## config.mk

```make
export PLATFORM = sky130hd
export DESIGN_NAME = photon_state_serializer
export DESIGN_NICKNAME = d
export VERILOG_FILES = /design/src/rtl/photon_state_serializer.sv
export SDC_FILE = /design/constraint.sdc
export NUM_CORES = 1
export LEC_CHECK = 0
export CORE_ASPECT_RATIO = 0.75
export CORE_MARGIN = 1
export CORE_UTILIZATION = 40
export DETAILED_ROUTE_END_ITERATION = 10
export PLACE_DENSITY = 0.66
export SETUP_SLACK_MARGIN = 0.02
export SLEW_MARGIN = 20
export SYNTH_ARGS = -nofsm -noshare
export SYNTH_HDL_FRONTEND = slang
export SYNTH_SLANG_ARGS = --single-unit
```

## constraint.sdc

```tcl
create_clock -name clock -period 26.2 [get_ports clock]
set_clock_uncertainty 0.2 [all_clocks]
set_input_delay 5.24 -clock clock [delete_from_list [all_inputs] [get_ports clock]]
set_output_delay 5.24 -clock clock [all_outputs]
set_load 0.02 [all_outputs]
```

## src/rtl/photon_state_serializer.sv

```systemverilog
// photon_state_serializer
// Captures the 8x8-byte Photon permutation state in one parallel transfer and
// streams it out one byte per beat over a valid/ready interface. One state is
// buffered; a new state may load on the same edge that the last byte leaves,
// so back-to-back states stream without a bubble.

module photon_state_serializer #(
    parameter int COLUMN_MAJOR = 0
) (
    input  logic       clock,
    input  logic       reset,
    input  logic       io_in_valid,
    output logic       io_in_ready,
    input  logic [7:0] io_state_0_0,
    input  logic [7:0] io_state_0_1,
    input  logic [7:0] io_state_0_2,
    input  logic [7:0] io_state_0_3,
    input  logic [7:0] io_state_0_4,
    input  logic [7:0] io_state_0_5,
    input  logic [7:0] io_state_0_6,
    input  logic [7:0] io_state_0_7,
    input  logic [7:0] io_state_1_0,
    input  logic [7:0] io_state_1_1,
    input  logic [7:0] io_state_1_2,
    input  logic [7:0] io_state_1_3,
    input  logic [7:0] io_state_1_4,
    input  logic [7:0] io_state_1_5,
    input  logic [7:0] io_state_1_6,
    input  logic [7:0] io_state_1_7,
    input  logic [7:0] io_state_2_0,
    input  logic [7:0] io_state_2_1,
    input  logic [7:0] io_state_2_2,
    input  logic [7:0] io_state_2_3,
    input  logic [7:0] io_state_2_4,
    input  logic [7:0] io_state_2_5,
    input  logic [7:0] io_state_2_6,
    input  logic [7:0] io_state_2_7,
    input  logic [7:0] io_state_3_0,
    input  logic [7:0] io_state_3_1,
    input  logic [7:0] io_state_3_2,
    input  logic [7:0] io_state_3_3,
    input  logic [7:0] io_state_3_4,
    input  logic [7:0] io_state_3_5,
    input  logic [7:0] io_state_3_6,
    input  logic [7:0] io_state_3_7,
    input  logic [7:0] io_state_4_0,
    input  logic [7:0] io_state_4_1,
    input  logic [7:0] io_state_4_2,
    input  logic [7:0] io_state_4_3,
    input  logic [7:0] io_state_4_4,
    input  logic [7:0] io_state_4_5,
    input  logic [7:0] io_state_4_6,
    input  logic [7:0] io_state_4_7,
    input  logic [7:0] io_state_5_0,
    input  logic [7:0] io_state_5_1,
    input  logic [7:0] io_state_5_2,
    input  logic [7:0] io_state_5_3,
    input  logic [7:0] io_state_5_4,
    input  logic [7:0] io_state_5_5,
    input  logic [7:0] io_state_5_6,
    input  logic [7:0] io_state_5_7,
    input  logic [7:0] io_state_6_0,
    input  logic [7:0] io_state_6_1,
    input  logic [7:0] io_state_6_2,
    input  logic [7:0] io_state_6_3,
    input  logic [7:0] io_state_6_4,
    input  logic [7:0] io_state_6_5,
    input  logic [7:0] io_state_6_6,
    input  logic [7:0] io_state_6_7,
    input  logic [7:0] io_state_7_0,
    input  logic [7:0] io_state_7_1,
    input  logic [7:0] io_state_7_2,
    input  logic [7:0] io_state_7_3,
    input  logic [7:0] io_state_7_4,
    input  logic [7:0] io_state_7_5,
    input  logic [7:0] io_state_7_6,
    input  logic [7:0] io_state_7_7,
    output logic       io_out_valid,
    input  logic       io_out_ready,
    output logic [7:0] io_out_bits,
    output logic [5:0] io_out_index,
    output logic       io_out_last
);

    typedef enum logic [0:0] {
        ST_IDLE = 1'b0,
        ST_SEND = 1'b1
    } state_e;

    // Byte k of the buffer holds state[r][c] with k = 8*r + c.
    logic [7:0] in_byte_s [64];
    logic [7:0] buf_q     [64];
    logic [7:0] buf_d     [64];
    state_e     state_q;
    state_e     state_d;
    logic [5:0] idx_q;
    logic [5:0] idx_d;
    logic       in_ready_s;
    logic       in_fire_s;
    logic       out_valid_s;
    logic       out_fire_s;
    logic [5:0] rd_addr_s;

    assign in_byte_s[6'd0]  = io_state_0_0;
    assign in_byte_s[6'd1]  = io_state_0_1;
    assign in_byte_s[6'd2]  = io_state_0_2;
    assign in_byte_s[6'd3]  = io_state_0_3;
    assign in_byte_s[6'd4]  = io_state_0_4;
    assign in_byte_s[6'd5]  = io_state_0_5;
    assign in_byte_s[6'd6]  = io_state_0_6;
    assign in_byte_s[6'd7]  = io_state_0_7;
    assign in_byte_s[6'd8]  = io_state_1_0;
    assign in_byte_s[6'd9]  = io_state_1_1;
    assign in_byte_s[6'd10] = io_state_1_2;
    assign in_byte_s[6'd11] = io_state_1_3;
    assign in_byte_s[6'd12] = io_state_1_4;
    assign in_byte_s[6'd13] = io_state_1_5;
    assign in_byte_s[6'd14] = io_state_1_6;
    assign in_byte_s[6'd15] = io_state_1_7;
    assign in_byte_s[6'd16] = io_state_2_0;
    assign in_byte_s[6'd17] = io_state_2_1;
    assign in_byte_s[6'd18] = io_state_2_2;
    assign in_byte_s[6'd19] = io_state_2_3;
    assign in_byte_s[6'd20] = io_state_2_4;
    assign in_byte_s[6'd21] = io_state_2_5;
    assign in_byte_s[6'd22] = io_state_2_6;
    assign in_byte_s[6'd23] = io_state_2_7;
    assign in_byte_s[6'd24] = io_state_3_0;
    assign in_byte_s[6'd25] = io_state_3_1;
    assign in_byte_s[6'd26] = io_state_3_2;
    assign in_byte_s[6'd27] = io_state_3_3;
    assign in_byte_s[6'd28] = io_state_3_4;
    assign in_byte_s[6'd29] = io_state_3_5;
    assign in_byte_s[6'd30] = io_state_3_6;
    assign in_byte_s[6'd31] = io_state_3_7;
    assign in_byte_s[6'd32] = io_state_4_0;
    assign in_byte_s[6'd33] = io_state_4_1;
    assign in_byte_s[6'd34] = io_state_4_2;
    assign in_byte_s[6'd35] = io_state_4_3;
    assign in_byte_s[6'd36] = io_state_4_4;
    assign in_byte_s[6'd37] = io_state_4_5;
    assign in_byte_s[6'd38] = io_state_4_6;
    assign in_byte_s[6'd39] = io_state_4_7;
    assign in_byte_s[6'd40] = io_state_5_0;
    assign in_byte_s[6'd41] = io_state_5_1;
    assign in_byte_s[6'd42] = io_state_5_2;
    assign in_byte_s[6'd43] = io_state_5_3;
    assign in_byte_s[6'd44] = io_state_5_4;
    assign in_byte_s[6'd45] = io_state_5_5;
    assign in_byte_s[6'd46] = io_state_5_6;
    assign in_byte_s[6'd47] = io_state_5_7;
    assign in_byte_s[6'd48] = io_state_6_0;
    assign in_byte_s[6'd49] = io_state_6_1;
    assign in_byte_s[6'd50] = io_state_6_2;
    assign in_byte_s[6'd51] = io_state_6_3;
    assign in_byte_s[6'd52] = io_state_6_4;
    assign in_byte_s[6'd53] = io_state_6_5;
    assign in_byte_s[6'd54] = io_state_6_6;
    assign in_byte_s[6'd55] = io_state_6_7;
    assign in_byte_s[6'd56] = io_state_7_0;
    assign in_byte_s[6'd57] = io_state_7_1;
    assign in_byte_s[6'd58] = io_state_7_2;
    assign in_byte_s[6'd59] = io_state_7_3;
    assign in_byte_s[6'd60] = io_state_7_4;
    assign in_byte_s[6'd61] = io_state_7_5;
    assign in_byte_s[6'd62] = io_state_7_6;
    assign in_byte_s[6'd63] = io_state_7_7;

    // Input readiness: idle, or on the final beat as it is being accepted,
    // which is what lets a new state follow the old one without a gap.
    always_comb begin
        in_ready_s = 1'b0;
        case (state_q)
            ST_IDLE: in_ready_s = 1'b1;
            ST_SEND: in_ready_s = (idx_q == 6'd63) && io_out_ready;
            default: in_ready_s = 1'b0;
        endcase
    end

    assign in_fire_s   = io_in_valid && in_ready_s;
    assign out_valid_s = (state_q == ST_SEND);
    assign out_fire_s  = out_valid_s && io_out_ready;

    // Next-state logic: a load takes priority (it also covers the final beat
    // leaving); otherwise an accepted beat advances or ends the stream.
    always_comb begin
        state_d = state_q;
        idx_d   = idx_q;
        buf_d   = buf_q;
        if (in_fire_s) begin
            for (int k = 0; k < 64; k++) begin
                buf_d[k] = in_byte_s[k];
            end
            idx_d   = 6'd0;
            state_d = ST_SEND;
        end else if (out_fire_s) begin
            if (idx_q == 6'd63) begin
                state_d = ST_IDLE;
            end else begin
                idx_d = idx_q + 6'd1;
            end
        end else begin
            state_d = state_q;
        end
    end

    // State, beat counter and buffer registers; reset discards any stream.
    always_ff @(posedge clock or posedge reset) begin
        if (reset) begin
            state_q <= ST_IDLE;
            idx_q   <= 6'd0;
            for (int k = 0; k < 64; k++) begin
                buf_q[k] <= 8'h00;
            end
        end else begin
            state_q <= state_d;
            idx_q   <= idx_d;
            for (int k = 0; k < 64; k++) begin
                buf_q[k] <= buf_d[k];
            end
        end
    end

    // Read address: row-major walks the buffer linearly, column-major swaps
    // the row and column fields of the beat counter.
    always_comb begin
        rd_addr_s = idx_q;
        if (COLUMN_MAJOR != 0) begin
            rd_addr_s = {idx_q[2:0], idx_q[5:3]};
        end else begin
            rd_addr_s = idx_q;
        end
    end

    assign io_in_ready  = in_ready_s;
    assign io_out_valid = out_valid_s;
    assign io_out_index = idx_q;
    assign io_out_last  = out_valid_s && (idx_q == 6'd63);
    assign io_out_bits  = buf_q[rd_addr_s];

endmodule

```

## Yosys cells after proc, flatten, opt, wreduce, memory -nomap -nowiden

Index checks and enable logic that the tools add are counted.

| word-level totals | value |
|---|---|
| register bits after elaboration | 519 |
| word-level logic and storage cells | 90 |
| output and inout bits | 17 |
| input bits | 516 |

| cells by class | value |
|---|---|
| bitwise operators | 2 |
| reductions and logical operators | 8 |
| add/sub/neg operators | 1 |
| muxes and demuxes | 10 |
| order comparisons | 1 |
| equal/unequal tests | 2 |

Operators by type and width:

| kind | number |
|---|---|
| 8-bit binary-select mux with 6-bit select | 1 |
| 6-bit two-way mux | 3 |
| 8-bit two-way mux | 2 |
| 7-bit greater-or-equal comparator, second input constant | 1 |
| 6-bit NOT with 7-bit output | 1 |
| 6-bit by 1-bit adder with 6-bit output, second input constant | 1 |
| 6-bit equality test, second input constant | 1 |
| 1-bit logical AND | 4 |
| 2-bit AND reduction | 2 |
| 2-bit nonzero test | 2 |
| 1-bit two-way mux | 3 |
| 2-bit != test, second input constant | 1 |
| 1-bit case mux with 2 select lines | 1 |
| 1-bit NOT | 1 |

## Logic depth before layout (Yosys ltp)

Gate-level depths: netlist of the first run.

| depth | value |
|---|---|
| depth in word-level cells | 6 |
| gate-level depth with buffers | 9 |
| gate-level depth less buffers | 5 |

## Least setup slack after synthesis of the first run

OpenSTA, ideal clock, no wires.

| timing path | value |
|---|---|
| kind | in2out |
| start | in io_out_ready |
| end | out io_in_ready |
| data required time | 20.760 ns |
| path slack | 15.190 ns |
| stages | 2 |
| arrival | 5.570 ns |
| path buffers | 0 |
| cells stage by stage | inv_1 > o21ai_4 |

| between the ends | value |
|---|---|
| cells in the longest elaborated chain, start to end | 2 |

RTL lines:

| item | line | source |
|---|---|---|
| start: declaration | 79 | `input logic io_out_ready,` |
| 1-bit logical AND | 175 | `ST_SEND: in_ready_s = (idx_q == 6'd63) && io_out_ready;` |
| 1-bit case mux with 2 select lines | 173 | `case (state_q)` |
| end: declaration | 13 | `output logic io_in_ready,` |

No other way between the ends.

## Worst setup path after layout of the first run

Same ends and word-level chain as after synthesis.

==> metrics.cfg, run 1 <==
[finish]
syn2layout_area_growth_pct = 32.52
stdcell_count = 2836
seq_area_sq_um = 13000
fillers = 4757
nets = 2512
multi_input_area_sq_um = 9947
layout-drive-gt1-share_pct = 33.53

[grt]
grt_max_degree = 166
antenna_found_initial = 25
first_global_vias = 16190
grt_usage_pct = 22.85
grtUsageMet3_pct = 6.838
use_met1_pct = 30.33
gr-total-overflow = 0
grtUsageMet2_pct = 36.13
top_usage_layer = met2
grt_pass1_wl_um = 102900

[yosys]
ys_top_cells_by_area = dfrtp_1 55%, mux2_2 22%, mux4_2 10%
netlist_top_cells_count = 519 x dfrtp_1, 455 x mux2_2, 106 x mux4_2
synth.avg_cell_area_sq_um = 15.89
synth_top_cell_by_area = dfrtp_1
syn_area_sq_um = 23700
yosysMostFrequentCell = dfrtp_1
yosysUniqueCellTypes = 46
synthFlopType = dfrtp_1
ys_warn_count = 0
ys_async_sr_fraction_pct = 100.0
synth_fp_nets = 2009
ys_ff_latch = 519
syn_inst = 1492
yosysSeqAreaShare_pct = 54.80
synth_edf_count = 0
synth_top_area_share_pct = 54.80

[clock_tree]
path_clk_slew_ns = 0.06
clockBufferDepth = 3
cts_hold_buf = 0
htree_levels = 2
cts_root_buf = clkbuf_16
clk_latency_ns = 0.60
cts_sinks = 519
post-cts-setup-buffers = 0
cts_tree = done
cts_resized = 0
numCtsBuffers = 53

[floorplanning]
start_util_pct = 40.86
fp-row-count = 76
io_pins = 533
dieArea_sq_um = 60240
fp.dieH_um = 212.8
die_w_um = 283.1
core_area_sq_um = 58010

[route]
drt-initial-drc-count = 760
wl_um = 68740
drt-pass1-iter-count = 4
ant_nets = 0
vias = 14860
viasPerCell = 5.238
wl_per_cell_um = 24.24
drc = 0

[worst_setup_path]
critPathKind = input port to output port
critPathMaxStageDelay_ns = 0.67
cp_cell_sequence = clkdlybuf4s50_1, inv_1, o21ai_4, clkdlybuf4s50_1
critPathBufInv = 3
slowest_stage = clkdlybuf4s50_1
worst_setup_path_end_kind = output port
crit_path_frequent_cell = clkdlybuf4s50_1
critPathArrivalTime_ns = 6.83
path_delay_family = buffers and inverters
start_kind = input port
r2r_start = io_out_index[1]
setup.worst_path.start = io_out_ready
crit_fanout = 5
required_ns = 20.76

[run]
drv_cap = 0

[timing]
hold_violations = 0
min_period_ns = 12.27
finalSetupTns_ns = 0
maxSlewViolCount = 0
setup_violations = 0
worst_pin_slew_ns = 1.064
min_period_over_period_pct = 46.82
max_freq_ghz = 0.08152
relSlewSlack_pct = 29.04
rsz0062_at_grt = false

[place]
hpwl_um = 49560
gp_congestion = 0.7976
dp_cells = 2720
place.port_buffers = 532

[worst_hold_path]
hp-class = flop to flop
hold_start = buf_q[7]

[power]
power_mw = 2.573
cellPowerDensity_nw_per_um2 = 81.93
power.leakage_nw = 13.26
ir_drop_mv = 0.05039

[run_status]
status = complete, no violations

through the flow:
step / hold slack [ns] / util [%] / setup WS, ns / cell area [sq um]
floorplan: 0.2522 / - / 6.262 / 23700
global placement: 0.2627 / 50.76 / 13.94 / 29440
detailed placement: 0.2720 / 50.76 / 13.93 / 29440
CTS: 0.2871 / 54.07 / 13.92 / 31360
global route: 0.2994 / 54.10 / 13.88 / 31380
finish: 0.2838 / 54.15 / 13.93 / 31410
cell usage in the layout, fill, tap and decap left out, drive strengths merged, types with 6 or more instances in the layout:
cell type and n:
clkdlybuf4s50 532, dfrtp 519, mux2 513, mux4 106, clkbuf 78, mux2i 66
a22oi 35, a21oi 24, nand3 23, buf 21, diode 19, nand2 16
nor2 14, o21ai 12, clkinv 9, and3 8, bufinv 8, o221ai 7
nor2b 6, inv 6
worst reg2reg max path: cells and delay by family (launching register included):
| kind | cells | cell delay (ns) |
|---|---|---|
| buf+inv | 3 | 2.33 |
| fa+ha+maj | 1 | 0.43 |
| flops | 1 | 0.81 |
| compound gates | 1 | 0.31 |
| mux | 1 | 0.49 |
| simple gates | 2 | 0.77 |
sequential cells by signal, summed over array words and instances (netlist names):
| signal | count |
|---|---|
| buf_q | 512 |
| io_out_index | 6 |
| io_out_valid | 1 |
cells by family (layout without fill, tap and decap cells):
kind of cell	count (synthesis)	count (layout)	synth area share (%)
buffers and inverters	110	655	3.305
adders and majority gates	1	1	0.05278
AOI/OAI and AO/OA	95	95	2.835
DFF	519	519	54.80
muxes	685	685	37.23
and+or+nand+nor	81	81	1.742
xor gates and xnor gates	1	1	0.03696
other	0	19	0
final timing paths:
path | to | slack [ns] | cells past startpoint
max | io_in_ready | 13.93 | 4
min | buf_q[7] | 0.28 | 1
max reg2reg | buf_q[1] | 20.74 | 8
min reg2reg | buf_q[7] | 0.28 | 1
max in group asynchronous | buf_q[241] | 17.62 | 5
min in group asynchronous | buf_q[505] | 5.06 | 2
metal layers:
metal / vias to the layer above / wire length, um / share of wire, %
met5: - / 160 / 0.23
met4: 24 / 1362 / 2.0
met3: 97 / 5055 / 7.4
met2: 393 / 32620 / 47
met1: 7709 / 29550 / 43
li1: 6633 / - / -
layout make-up:
class / count / area share (%)
diodes: 19 / 0.1514
well taps: 780 / 3.107
inverters: 5 / 0.08366
multi-input cells: 863 / 31.67
repair buffers: 553 / 17.50
flip-flops and latches: 519 / 41.39
clock buffers: 78 / 5.135
clock inverters: 19 / 0.9720
power by group:
group / switching (mW) / internal (mW) / leakage (nW) / total [mW]
clock: 0.326 / 0.504 / 0.948 / 0.830
combinational: 0.370 / 0.390 / 5.90 / 0.761
sequential: 0.0852 / 0.898 / 6.42 / 0.983
Power figures use the tool's default switching activity.
==> run 2, diff against run 1 <==
--- a/config.mk
+++ b/config.mk
@@ -9,7 +9,7 @@
 export CORE_MARGIN = 1
 export CORE_UTILIZATION = 40
 export DETAILED_ROUTE_END_ITERATION = 10
-export PLACE_DENSITY = 0.66
+export PLACE_DENSITY = 0.68
 export SETUP_SLACK_MARGIN = 0.02
 export SLEW_MARGIN = 20
 export SYNTH_ARGS = -nofsm -noshare
==> constraint.sdc (replaced) <==
create_clock -name clock -period 10.6 [get_ports clock]
set_clock_uncertainty 0.2 [all_clocks]
set_input_delay 2.12 -clock clock [delete_from_list [all_inputs] [get_ports clock]]
set_output_delay 2.12 -clock clock [all_outputs]
set_load 0.02 [all_outputs]
==> run 2 against run 1 <==
  * Die area unchanged
  * Cell area decreased by 0.81%
  * Cell count decreased by 0.32%
  * Largest cell class unchanged
  * Worst hold slack got worse by 0.0014 ns
  * Clock power increased by 120%
  * Critical path type is now flop to output port
  * Highest routed layer unchanged
==> metrics.cfg, run 2 (synthesis gave the netlist of run 1 again) <==
[route]
wl_met2_um = 32880
wl_per_cell_um = 24.33
drc = 0
vias = 14900
drt-initial-drc-count = 881
wl_met1_um = 29940
ant_nets = 0
maxUsedRoutingLayer = met5
viasPerCell = 5.269
drt-pass1-iter-count = 5
wl_um = 68780
wl_met3_um = 4119

[clock_tree]
htree_levels = 2
clk_latency_ns = 0.61
clockBufferDepth = 3
post-cts-setup-buffers = 0
cts_resized = 0
path_clk_slew_ns = 0.06
cts_root_buf = clkbuf_16
cts_tree = done
numCtsBuffers = 54
cts_sinks = 519
cts_hold_buf = 0

[worst_setup_path]
crit_fanout = 48
worstRegToRegCells = 7
cp_cell_sequence = buf_4, mux4_2, nor2b_1, a2111oi_2, o32ai_1, a32o_1, clkdlybuf4s50_1
critPathBufInv = 2
path_delay_family = buffers and inverters
worst_setup_path_end_kind = output port
required_ns = 8.28
crit_cells = 7
start_kind = flop
critPathKind = flop to output port
critPathMaxStageDelay_ns = 0.92
r2r_slack_ns = 5.30
critPathArrivalTime_ns = 4.68
slowest_stage = dfrtp_4

[power]
cellPowerDensity_nw_per_um2 = 196.6
ir_drop_mv = 0.1004
power.leakage_nw = 13.11

[worst_hold_path]
hp-class = flop to flop
worstHoldPathCells = 1

[grt]
first_global_vias = 16180
grt_max_degree = 185
grt_usage_pct = 22.93
antenna_found_initial = 23
gr-total-overflow = 0
grt_pass1_wl_um = 102900

[floorplanning]
dieArea_sq_um = 60240
start_util_pct = 40.86
io_pins = 533
core_area_sq_um = 58010
fp-row-count = 76
die_w_um = 283.1
fp.dieH_um = 212.8

[timing]
setup_violations = 0
worst_pin_slew_ns = 1.132
min_period_over_period_pct = 66.01
hold_violations = 0
finalSetupTns_ns = 0
relSlewSlack_pct = 24.35
max_freq_ghz = 0.1429
rsz0062_at_grt = false
maxSlewViolCount = 0
min_period_ns = 6.997

[finish]
top_register = buf_q
largest_register_ffs = 512
layout-drive-gt1-share_pct = 33.04
stdcell_area_sq_um = 31150
final_common_cell = clkdlybuf4s50_1
syn2layout_area_growth_pct = 31.45
final_cell_mix = 532 x clkdlybuf4s50_1, 516 x dfrtp_1, 455 x mux2_2, 106 x mux4_2, 66 x mux2i_1
nets = 2507
stdcell_count = 2827

[place]
placed_cell_area_sq_um = 29430
dp_cells = 2714
place.port_buffers = 532
gp_congestion = 0.8299
hpwl_um = 50160

[run_status]
status = complete, no violations

[run]
drv_cap = 0

-- run 2: path summary, 6_finish.rpt --
kind,endpoint,from
max in group asynchronous,buf_q[115],reset
worst min-delay path,buf_q[103],buf_q[103]
worst min register to register,buf_q[103],buf_q[103]
min in group asynchronous,buf_q[443],reset
worst max register to register,buf_q[165],io_out_index[0]
worst max-delay path,io_out_bits[6],io_out_index[0]
-- run 2: final cells by class --
cell class,count,area (sq um)
multi-input combinational,863,9947
clock inverter,19,153.9
sequential,519,13000
timing repair buffer,547,5492
fill,4757,26850
inverter,5,22.52
tap,780,975.9
antenna,19,47.55
clock buffer,75,1520
-- run 2: layer usage --
| metal | GRT usage (%) | vias up |
|---|---|---|
| met1 | 30.98 | 7735 |
| met2 | 36.71 | 422 |
| li1 | - | 6626 |
| met3 | 5.075 | 102 |
| met5 | 0 | - |
| met4 | 7.810 | 10 |
-- run 2: per-stage QoR --
| step | hold slack (ns) | power, mW | setup WS, ns | util (%) |
|---|---|---|---|---|
| after floorplan | 0.2522 | 3.574 | 1.230 | - |
| after global placement | 0.2636 | 4.328 | 4.202 | 50.74 |
| after detailed placement | 0.2730 | 4.368 | 4.154 | 50.74 |
| after CTS | 0.2867 | 6.211 | 3.473 | 53.62 |
| after global routing | 0.3025 | 6.420 | 3.243 | 53.69 |
| final | 0.2823 | 6.124 | 3.603 | 53.71 |
-- run 2: report_power, final --
group	switching (mW)	internal [mW]
sequential	0.226	2.22
combinational	0.894	0.967
clock	0.795	1.02
total	1.92	4.21
-- run 2: worst reg2reg max path, cell delays in order (launching register included) --
cell     delay, ns
dfrtp_4       0.92
buf_4         0.87
ha_1          0.41
nand3_2       0.14
o21ai_4       0.35
and2_4        0.88
buf_12        0.80
mux2_2        0.61
